$ cat src/rtl/counter_b4_pkg.sv
// Shared definitions for the 4-bit mode counter and its receiving-end monitor.
package counter_b4_pkg;

    localparam logic [1:0] MODE_UP  = 2'b00;
    localparam logic [1:0] MODE_DN  = 2'b01;
    localparam logic [1:0] MODE_DN3 = 2'b10;
    localparam logic [1:0] MODE_LD  = 2'b11;

    typedef enum logic [1:0] {
        UNSYNC = 2'd0,
        TRACK  = 2'd1,
        FAULT  = 2'd2
    } mon_state_e;

    // One captured command plus the model value it applies to.
    typedef struct packed {
        logic       enable;
        logic [1:0] mode;
        logic [3:0] d;
        logic [3:0] base;
    } cmd_t;

endpackage

$ cat src/rtl/counter_b4_model.sv
// Combinational predictor: counter response to one command from a known Q.
module counter_b4_model
    import counter_b4_pkg::*;
(
    input  logic       enable,
    input  logic [1:0] mode,
    input  logic [3:0] d,
    input  logic [3:0] cur_q,
    output logic [3:0] next_q,
    output logic       load,
    output logic       rco
);

    always_comb begin
        next_q = cur_q;
        load   = 1'b0;
        rco    = 1'b0;
        if (enable) begin
            case (mode)
                MODE_UP: begin
                    next_q = cur_q + 4'd1;
                    rco    = (cur_q == 4'd15);
                end
                MODE_DN: begin
                    next_q = cur_q - 4'd1;
                    rco    = (cur_q == 4'd0);
                end
                MODE_DN3: begin
                    next_q = cur_q - 4'd3;
                    rco    = (cur_q <= 4'd2);
                end
                default: begin
                    next_q = d;
                    load   = 1'b1;
                end
            endcase
        end
    end

endmodule

$ cat src/rtl/counter_b4_monitor.sv
// Passive checker for the 4-bit mode counter: predicts Q/load/rco one cycle
// after each command, flags mismatches, counts them and latches a fault.
module counter_b4_monitor
    import counter_b4_pkg::*;
#(
    parameter int unsigned ERR_W     = 8,
    parameter int unsigned ERR_LIMIT = 4,
    parameter bit          CHECK_RCO = 1'b1
) (
    input  logic             b4_clk,
    input  logic             b4_reset,
    input  logic             mon_enable,
    input  logic [1:0]       mon_mode,
    input  logic [3:0]       mon_D,
    input  logic [3:0]       mon_Q,
    input  logic             mon_load,
    input  logic             mon_rco,
    input  logic             mon_clear,
    output logic             mon_locked,
    output logic             mon_err,
    output logic [ERR_W-1:0] mon_err_count,
    output logic             mon_fault,
    output logic [3:0]       mon_exp_Q
);

    localparam logic [ERR_W-1:0] LIMIT = ERR_LIMIT[ERR_W-1:0];

    mon_state_e       state_q, state_d;
    cmd_t             c1_q, c1_d;
    logic             c1_valid_q, c1_valid_d;
    logic             valid_q, valid_d;
    logic [3:0]       exp_val_q, exp_val_d;
    logic             err_q, err_d;
    logic [ERR_W-1:0] cnt_q, cnt_d;

    logic [3:0] pred_q;
    logic       pred_load, pred_rco;
    logic       q_chk, ld_chk, rco_chk, q_mis, mismatch;

    counter_b4_model u_model (
        .enable (c1_q.enable),
        .mode   (c1_q.mode),
        .d      (c1_q.d),
        .cur_q  (c1_q.base),
        .next_q (pred_q),
        .load   (pred_load),
        .rco    (pred_rco)
    );

    always_comb begin
        // Without a valid model rco is only predictable for idle and load commands.
        q_chk    = c1_valid_q & c1_q.enable & valid_q;
        ld_chk   = c1_valid_q;
        rco_chk  = c1_valid_q & CHECK_RCO
                 & (valid_q | ~c1_q.enable | (c1_q.mode == MODE_LD));
        q_mis    = q_chk & (mon_Q != pred_q);
        mismatch = q_mis
                 | (ld_chk  & (mon_load != pred_load))
                 | (rco_chk & (mon_rco  != pred_rco));

        valid_d   = valid_q;
        exp_val_d = exp_val_q;
        if (c1_valid_q) begin
            if (!c1_q.enable) begin
                valid_d = 1'b0;
            end else if (valid_q) begin
                exp_val_d = q_mis ? mon_Q : pred_q;
            end else if (c1_q.mode == MODE_LD) begin
                valid_d   = 1'b1;
                exp_val_d = c1_q.d;
            end
        end

        if (mon_clear) begin
            cnt_d = '0;
        end else if (mismatch && (cnt_q != '1)) begin
            cnt_d = cnt_q + 1'b1;
        end else begin
            cnt_d = cnt_q;
        end

        state_d = state_q;
        case (state_q)
            UNSYNC: if (valid_d) state_d = TRACK;
            TRACK: begin
                if (cnt_d >= LIMIT) begin
                    state_d = FAULT;
                end else if (!valid_d) begin
                    state_d = UNSYNC;
                end
            end
            FAULT: if (mon_clear) state_d = valid_d ? TRACK : UNSYNC;
            default: state_d = UNSYNC;
        endcase

        // New command is based on the value the model settles to at this edge,
        // so back-to-back commands each see the counter's current Q.
        c1_d.enable = mon_enable;
        c1_d.mode   = mon_mode;
        c1_d.d      = mon_D;
        c1_d.base   = exp_val_d;
        c1_valid_d  = 1'b1;
        err_d       = mismatch;
    end

    always_ff @(posedge b4_clk) begin
        if (b4_reset) begin
            state_q    <= UNSYNC;
            c1_q       <= '0;
            c1_valid_q <= 1'b0;
            valid_q    <= 1'b0;
            exp_val_q  <= '0;
            err_q      <= 1'b0;
            cnt_q      <= '0;
        end else begin
            state_q    <= state_d;
            c1_q       <= c1_d;
            c1_valid_q <= c1_valid_d;
            valid_q    <= valid_d;
            exp_val_q  <= exp_val_d;
            err_q      <= err_d;
            cnt_q      <= cnt_d;
        end
    end

    assign mon_locked    = (state_q != UNSYNC);
    assign mon_err       = err_q;
    assign mon_err_count = cnt_q;
    assign mon_fault     = (state_q == FAULT);
    assign mon_exp_Q     = exp_val_q;

endmodule
$ cat config.mk
export PLATFORM = sky130hd
export DESIGN_NAME = counter_b4_monitor
export DESIGN_NICKNAME = d
export VERILOG_FILES = /design/src/rtl/counter_b4_pkg.sv /design/src/rtl/counter_b4_model.sv /design/src/rtl/counter_b4_monitor.sv
export SDC_FILE = /design/constraint.sdc
export NUM_CORES = 1
export LEC_CHECK = 0
export CORE_UTILIZATION = 43
export CTS_BUF_LIST = sky130_fd_sc_hd__clkbuf_8
export CTS_CLUSTER_DIAMETER = 120
export DETAILED_ROUTE_END_ITERATION = 8
export PLACE_DENSITY = 0.68
export SETUP_SLACK_MARGIN = 0.3
export SLEW_MARGIN = 20
export SYNTH_ARGS = -nofsm -noshare
export SYNTH_HDL_FRONTEND = slang
export SYNTH_SLANG_ARGS = --single-unit
$ cat constraint.sdc
create_clock -name b4_clk -period 3.91 [get_ports b4_clk]
set_clock_uncertainty 0.2 [all_clocks]
set_input_delay 0.782 -clock b4_clk [delete_from_list [all_inputs] [get_ports b4_clk]]
set_output_delay 0.782 -clock b4_clk [all_outputs]
set_load 0.01 [all_outputs]
==> results of run 1 <==
## power by group
part	switching (mW)	leakage [nW]	internal, mW
Clock	0.0810	0.0288	0.0900
Combinational	0.0375	0.505	0.0411
Sequential	0.00870	0.196	0.251
Total	0.127	0.730	0.382
## metal layers
metal | up-vias | part of all wire [%]
li1 | 708 | -
met1 | 671 | 45
met2 | 56 | 47
met3 | 4 | 7.0
met4 | 0 | 0.71
met5 | - | 0
## metrics by stage
step / cell area [um2] / setup slack (ns) / hold WS [ns] / utilization, %
6_report: 1940 / 0.575 / 0.355 / 56.5
5_1_grt: 1940 / 0.345 / 0.363 / 56.5
4_1_cts: 1940 / 0.463 / 0.355 / 56.4
3_5_place_dp: 1890 / 0.289 / 0.345 / 54.8
3_3_place_gp: 1890 / 0.392 / 0.339 / 54.8
2_1_floorplan: 1590 / 0.655 / 0.314 / -
## cell usage after synthesis, types with 4 or more instances
library cell  instances  area [um2]
inv_1                 9        33.8
o31ai_1               4        30.0
nand3_1               5        25.0
nand2b_1              5        31.3
a21oi_1              17        85.1
dfxtp_1              24         480
buf_4                 4        30.0
mux2i_1               5        50.1
nor2_1               14        52.6
o21ai_1               4        20.0
nand2_1               6        22.5
clkbuf_1              8        30.0
nor2b_1              10        62.6
xor2_1                6        52.6
ha_1                  8         100
xnor2_1               8        70.1
## path summary, 6_finish.rpt
path | startpoint | to | slack [ns]
setup reg to reg | c1_q[9]$_SDFF_PP0_ | state_q[0]$_SDFFE_PP0P_ | 0.57
setup / recovery | c1_q[9]$_SDFF_PP0_ | state_q[0]$_SDFFE_PP0P_ | 0.57
hold / removal | c1_q[5]$_SDFF_PP0_ | mon_exp_Q[1]$_SDFFE_PP0P_ | 0.36
hold reg to reg | c1_q[5]$_SDFF_PP0_ | mon_exp_Q[1]$_SDFFE_PP0P_ | 0.36
## logic make-up after synthesis
logic type | after synthesis | synth area share, %
muxes | 5 | 3.15
AOI/OAI and AO/OA | 52 | 23.3
xor gates and xnor gates | 14 | 7.73
DFF | 24 | 30.3
buffers and inverters | 22 | 6.23
and+or+nand+nor | 61 | 21.7
adders and majority gates | 9 | 7.57
## worst register-to-register path: cells and delay by family (launching register included)
kind	cells	cell delay, ns
compound gates	6	1.49
fa+ha+maj	2	0.69
flops	1	0.37
xor+xnor	2	0.32
simple gates	1	0.13
buf+inv	1	0.09
## cell type report
class | count | area share, %
multi-input combinational | 141 | 51.8
clock buffer | 4 | 2.83
sequential | 24 | 24.8
timing repair buffer | 31 | 15.8
inverter | 9 | 1.74
tap | 46 | 2.96
## state kept, by name, summed over array words and instances (netlist names)
register       flops
c1_q               7
mon_exp_Q          4
mon_err_count      8
state_q            2
c1_valid_q         1
valid_q            1
mon_err            1
==> summary.txt, run 1 <==
Logic synthesis
  – Seq/Total Area, Yosys: between 30% and 40%
  – Synth Instances: about 190
  – Yosys warnings: 0
  – Ys flop type: dfxtp_1
  – Post-Synthesis Cell Area: between 1500 and 2000 um2
  – Syn_area_per_cell: 8.48 um2
  – Synth cell types: just under 50
  – Ys async rst share: 0%
  – FF+latch count, synth: 24
  – EDFF count, synth: 0
  – Synthesized Nets: around 210

Pwr
  – Total Power: approximately 0.51 mW
  – Leak: 0.730 nW
  – Power Dens Cells: between 200 and 300 nW/um2
  – Worst VDD drop: 0.145 mV

STA
  – Setup TNS: 0 ns
  – Worst-margin pin slew: around 0.56 ns
  – Setup violations, final: 0
  – RSZ-0062 raised after global routing: no
  – Minimum clock period: between 3 and 4 ns
  – Tcrit/Tclk final: roughly 85%
  – Max Fclk: 300 MHz
  – Rel. slew slack: between 60% and 70%
  – Slew Viols, Final: 0
  – Final Hold Fails: 0

Finish
  – Layout Nets: 235
  – Most common cell after layout, fill and taps aside: clkdlybuf4s50_1
  – Ratio of cells with drive above 1 in the final layout: under 10%
  – Non-Filler Instances: around 260
  – Most frequent cells in the layout: clkdlybuf4s50_1, dfxtp_1, a21oi_1, nor2_1, nor2b_1
  – Layout area overhead: 22.5%
  – Area occupied by multi-input gates: 1010 um2
  – Filler cells: a little over 300
  – Storage element area: a little under 500 um2
  – # diodes: 0

Die
  – FP Rows: 21
  – Initial Util: between 40 and 50%
  – Placeable Area: 3440 um2
  – Die area: around 3900 um2
  – Die Y: roughly 63 um
  – Ports: 31
  – Die Wd: roughly 63 um

GRT
  – Overflow after GRT: 0
  – GRT Total Usage: 20.6%
  – Busiest grt layer: met2
  – Initial antenna violation count: 0
  – Vias in the first global route: around 1.5k
  – M2 GR Usage: between 30% and 40%
  – Largest net degree at the start of global routing: 17
  – First-pass GRT wire length: 6510 um
  – GR Util met1: between 20% and 30%
  – Met3 Use GR: around 5%

Place
  – HPWL after detailed placement: approximately 2700 um
  – Port bufs: 30
  – Post-Place Cells: 251
  – Gp weighted congestion: ~0.89

Critical path
  – Register-to-Register Path Depth: 12
  – Slowest CP cell: a2111o_1
  – CP Max Fanout: 10
  – Buf/Inv on CP: 1
  – Slowest stage delay, CP: roughly 0.4 ns
  – Critical Path Most Common Cell: ha_1
  – Critical path arrival: between 3 and 4 ns
  – Setup crit end kind: register
  – Worst Setup Path Type: reg -> reg
  – Family with the most delay on the worst path: compound AO/OA/AOI/OAI gates
  – Worst-path cell chain: inv_1, ha_1, ha_1, xor2_1, xnor2_1, a311oi_1, o211ai_1, o31ai_4, nand2_4, a2111o_1, a22oi_2, a32o_1
  – Critical path required time: about 4 ns
  – Startpoint types: register
  – Critical Path Stages: 12

Route
  – DRT Pass-1 Iters: 4
  – Initial drt markers: 137
  – DRC violations left: 0
  – Via Count: 1439
  – Routed len/inst: about 14 um
  – Antenna viol nets, final: 0
  – Vias per std cell: ~5.6
  – Final WL: ~3600 um

Clock network
  – CTS Buf Count: 3
  – Hold buffers post-CTS: 0
  – CTS clk-pin slew, worst paths: around 0.09 ns
  – Post CTS Setup Buffer Count: 0
  – Post_cts resized: 0
  – Worst skew pair latency: 0.27 ns
  – Clock Tree Root: clkbuf_8
  – CTS tree: yes
  – Maximum buffer depth of the clock tree: 2
  – H-tree lvl count: 1
  – CTS Sinks: 24

Worst hold path
  – Hold WC Path Type: reg -> reg
  – Hold Path Depth: 2

Status
  – Outcome: finished clean

Job
  – Max-cap violation count: 0
Note: power is estimated with default switching activity, not from simulation.
==> run 2, diff against run 1 <==
--- a/config.mk
+++ b/config.mk
@@ -5,11 +5,14 @@
 export SDC_FILE = /design/constraint.sdc
 export NUM_CORES = 1
 export LEC_CHECK = 0
-export CORE_UTILIZATION = 43
+export CELL_PAD_IN_SITES_DETAIL_PLACEMENT = 0
+export CELL_PAD_IN_SITES_GLOBAL_PLACEMENT = 1
+export CORE_UTILIZATION = 40
 export CTS_BUF_LIST = sky130_fd_sc_hd__clkbuf_8
 export CTS_CLUSTER_DIAMETER = 120
 export DETAILED_ROUTE_END_ITERATION = 8
-export PLACE_DENSITY = 0.68
+export PLACE_DENSITY = 0.82
+export RECOVER_POWER = 100
 export SETUP_SLACK_MARGIN = 0.3
 export SLEW_MARGIN = 20
 export SYNTH_ARGS = -nofsm -noshare
==> run 2 against run 1 <==
Compared with the run above:
- core utilization shrank 4.4 points
- via count shrank 0.83%
- maximum frequency fell by 5.3%
- hold slack improved by 0.0074 ns
- final area grew 0.32%
- global-route usage fell by 1.2 points
- first-iteration DRC count fell by 27%
- sequential power hardly changed
- wire length rose by 0.41%
- total power grew 8.9%
- largest power group unchanged
==> summary.txt, run 2 (synthesized netlist as in run 1, its figures left out) <==
Status
  – Outcome: finished clean

Finish
  – Most frequent cells in the layout: dfxtp_1, a21oi_1, dlygate4sd3_1, nor2_1, clkdlybuf4s50_1
  – Ratio of cells with drive above 1 in the final layout: 4.78% (-1.4 points)
  – Layout area overhead: 22.9%
  – Number of flip-flops in the largest register: 8 (unchanged)
  – Layout Nets: 235 (unchanged)
  – # diodes: 0 (unchanged)
  – Most common cell after layout, fill and taps aside: dfxtp_1

Critical path
  – CP Max Fanout: 10 (unchanged)
  – Slowest CP cell: a2111o_1
  – Critical path required time: 3.93 ns (about the same)
  – Setup crit end kind: register
  – Critical path arrival: 3.54 ns (+0.19 ns)
  – Startpoint types: register
  – Critical Path Most Common Cell: ha_1
  – Buf/Inv on CP: 1 (unchanged)
  – Worst-path cell chain: inv_1, ha_1, ha_1, xor2_1, xnor2_1, a311oi_1, o211ai_1, o31ai_4, nand2_1, a2111o_1, a22oi_2, a32o_1
  – Family with the most delay on the worst path: compound AO/OA/AOI/OAI gates
  – Worst Setup Path Type: reg -> reg
  – Slowest stage delay, CP: 0.45 ns (+0.05 ns)

Pwr
  – Switching pwr: 0.127 mW (about the same)
  – Comb pwr share: 14.0% (-1.4 points)
  – Power Internal: 0.427 mW (+12%)
  – Sequential share of power: 46.7% (-4.3 points)
  – Leak: 0.785 nW (+7.5%)
  – Sw Ratio: 22.9% (-2.0 points)
  – Worst VDD drop: 0.201 mV (+39%)
  – Power Dens Cells: 284 nW/um2 (+8.6%)
  – Clock Power Share: 39.4% (+5.8 points)

Route
  – DRT Pass-1 Iters: 4 (unchanged)
  – Final WL: 3660 um (+0.41%)
  – Via Count: 1427 (-0.83%)
  – Initial drt markers: 100 (-27%)
  – Routed len/inst: 14.2 um (-0.37%)
  – Vias per std cell: 5.55 (-1.6%)
  – DRC violations left: 0 (unchanged)
  – Antenna viol nets, final: 0 (unchanged)

GRT
  – Largest net degree at the start of global routing: 17 (unchanged)
  – Overflow after GRT: 0 (unchanged)
  – Initial antenna violation count: 0 (unchanged)
  – First-pass GRT wire length: 6310 um (-3.0%)
  – GRT Total Usage: 19.5% (-1.2 points)
  – Vias in the first global route: 1352 (-7.3%)

Die
  – FP Rows: 22 (+4.8%)
  – Placeable Area: 3740 um2 (+8.8%)
  – Die Y: 65.0 um (+3.6%)
  – Ports: 31 (unchanged)
  – Initial Util: 42.4% (-3.7 points)
  – Die area: 4220 um2 (+7.3%)
  – Die Wd: 65.0 um (+3.6%)

STA
  – RSZ-0062 raised after global routing: no
  – Setup violations, final: 0 (unchanged)
  – Rel. slew slack: 60.3% (-2.4 points)
  – Max Fclk: 284 MHz (-5.3%)
  – Hold slack: 0.363 ns (+0.00741 ns)
  – Worst-margin pin slew: 0.593 ns (+0.0352 ns)
  – Tcrit/Tclk final: 90.1% (+4.8 points)
  – Minimum clock period: 3.52 ns (+0.187 ns)
  – Final Hold Fails: 0 (unchanged)
  – Slew Viols, Final: 0 (unchanged)
  – Setup TNS: 0 ns (unchanged)

Clock network
  – CTS tree: yes
  – Clock Tree Root: clkbuf_8
  – Maximum buffer depth of the clock tree: 2 (unchanged)
  – CTS Sinks: 24 (unchanged)
  – Worst skew pair latency: 0.27 ns (about the same)
  – CTS Buf Count: 3 (unchanged)
  – H-tree lvl count: 1 (unchanged)
  – CTS clk-pin slew, worst paths: 0.09 ns (about the same)

Worst hold path
  – Hold WC Path Type: reg -> reg

Job
  – Max-cap violation count: 0 (unchanged)

Place
  – Gp weighted congestion: 0.846 (-5.3%)
  – Port bufs: 30 (unchanged)
  – HPWL after detailed placement: 2820 um (+6.1%)
-- run 2: cell types whose count changed in the layout (fill, tap and decap cells not counted), sizes merged --
| cell | before | now |
|---|---|---|
| buf | 1 | 0 |
| bufinv | 0 | 1 |
| clkdlybuf4s50 | 30 | 14 |
| dlygate4sd3 | 0 | 16 |
-- run 2: final cells by class --
class                           instances  area, um2
Fill cell                             361       1790
Clock buffer                            3       41.3
Inverter                                9       33.8
Timing Repair Buffer                   31        304
Multi-Input combinational cell        141       1000
Clock inverter                          1       30.0
Sequential cell                        24        480
Tap cell                               48       60.1
-- run 2: timing repair --
action | 4_1_cts | 5_1_grt
buffers inserted | 0 | 0
hold buffers | 0 | 0
endpoints found under the setup margin | 0 | 2
gates resized for setup | 0 | 0
-- run 2: worst register-to-register path, stage by stage, from the launching register on --
cell,delay [ns]
dfxtp_1,0.39
inv_1,0.08
ha_1,0.36
ha_1,0.34
xor2_1,0.19
xnor2_1,0.13
a311oi_1,0.27
o211ai_1,0.20
o31ai_4,0.26
nand2_1,0.26
a2111o_1,0.45
a22oi_2,0.19
a32o_1,0.15
-- run 2: power by group through the flow --
stage	sequential [mW]	clock (mW)	combinational, mW
2_1_floorplan	0.262	0	0.0491
3_3_place_gp	0.264	0	0.0766
3_5_place_dp	0.265	0	0.0789
4_1_cts	0.259	0.223	0.0794
5_1_grt	0.260	0.238	0.0859
6_report	0.259	0.218	0.0774
-- run 2: path summary, 6_finish.rpt --
path | from | cells after the start | to | slack (ns)
worst min-delay path | mon_err_count[1]$_SDFF_PP0_ | 2 | mon_err_count[1]$_SDFF_PP0_ | 0.36
worst min register to register | mon_err_count[1]$_SDFF_PP0_ | 2 | mon_err_count[1]$_SDFF_PP0_ | 0.36
worst max-delay path | c1_q[8]$_SDFF_PP0_ | 12 | state_q[0]$_SDFFE_PP0P_ | 0.39
worst max register to register | c1_q[8]$_SDFF_PP0_ | 12 | state_q[0]$_SDFFE_PP0P_ | 0.39
-- run 2: through the flow --
stage	worst slack, ns	power [mW]	area (um2)	util (%)	instances
2_1_floorplan	0.655	0.311	1590	-	187
3_3_place_gp	0.393	0.341	1890	50.5	253
3_5_place_dp	0.310	0.344	1890	50.5	253
4_1_cts	0.446	0.561	1960	52.4	257
5_1_grt	0.168	0.584	1950	52.1	257
6_report	0.388	0.555	1950	52.1	257
-- run 2: per-layer routing --
layer | routed length (um) | track usage (%) | up-vias
met2 | 1710 | 31.5 | 51
met3 | 212 | 3.87 | 4
met1 | 1700 | 26.1 | 661
li1 | - | - | 711
met5 | 0 | 0 | -
met4 | 37 | 4.72 | 0
==> run 3, diff against run 2 <==
--- a/config.mk
+++ b/config.mk
@@ -9,7 +9,7 @@
 export CELL_PAD_IN_SITES_GLOBAL_PLACEMENT = 1
 export CORE_UTILIZATION = 40
 export CTS_BUF_LIST = sky130_fd_sc_hd__clkbuf_8
-export CTS_CLUSTER_DIAMETER = 120
+export CTS_CLUSTER_DIAMETER = 30
 export DETAILED_ROUTE_END_ITERATION = 8
 export PLACE_DENSITY = 0.82
 export RECOVER_POWER = 100
==> results of run 3 <==
The final DEF is identical to that of run 2; final timing and power are the same.
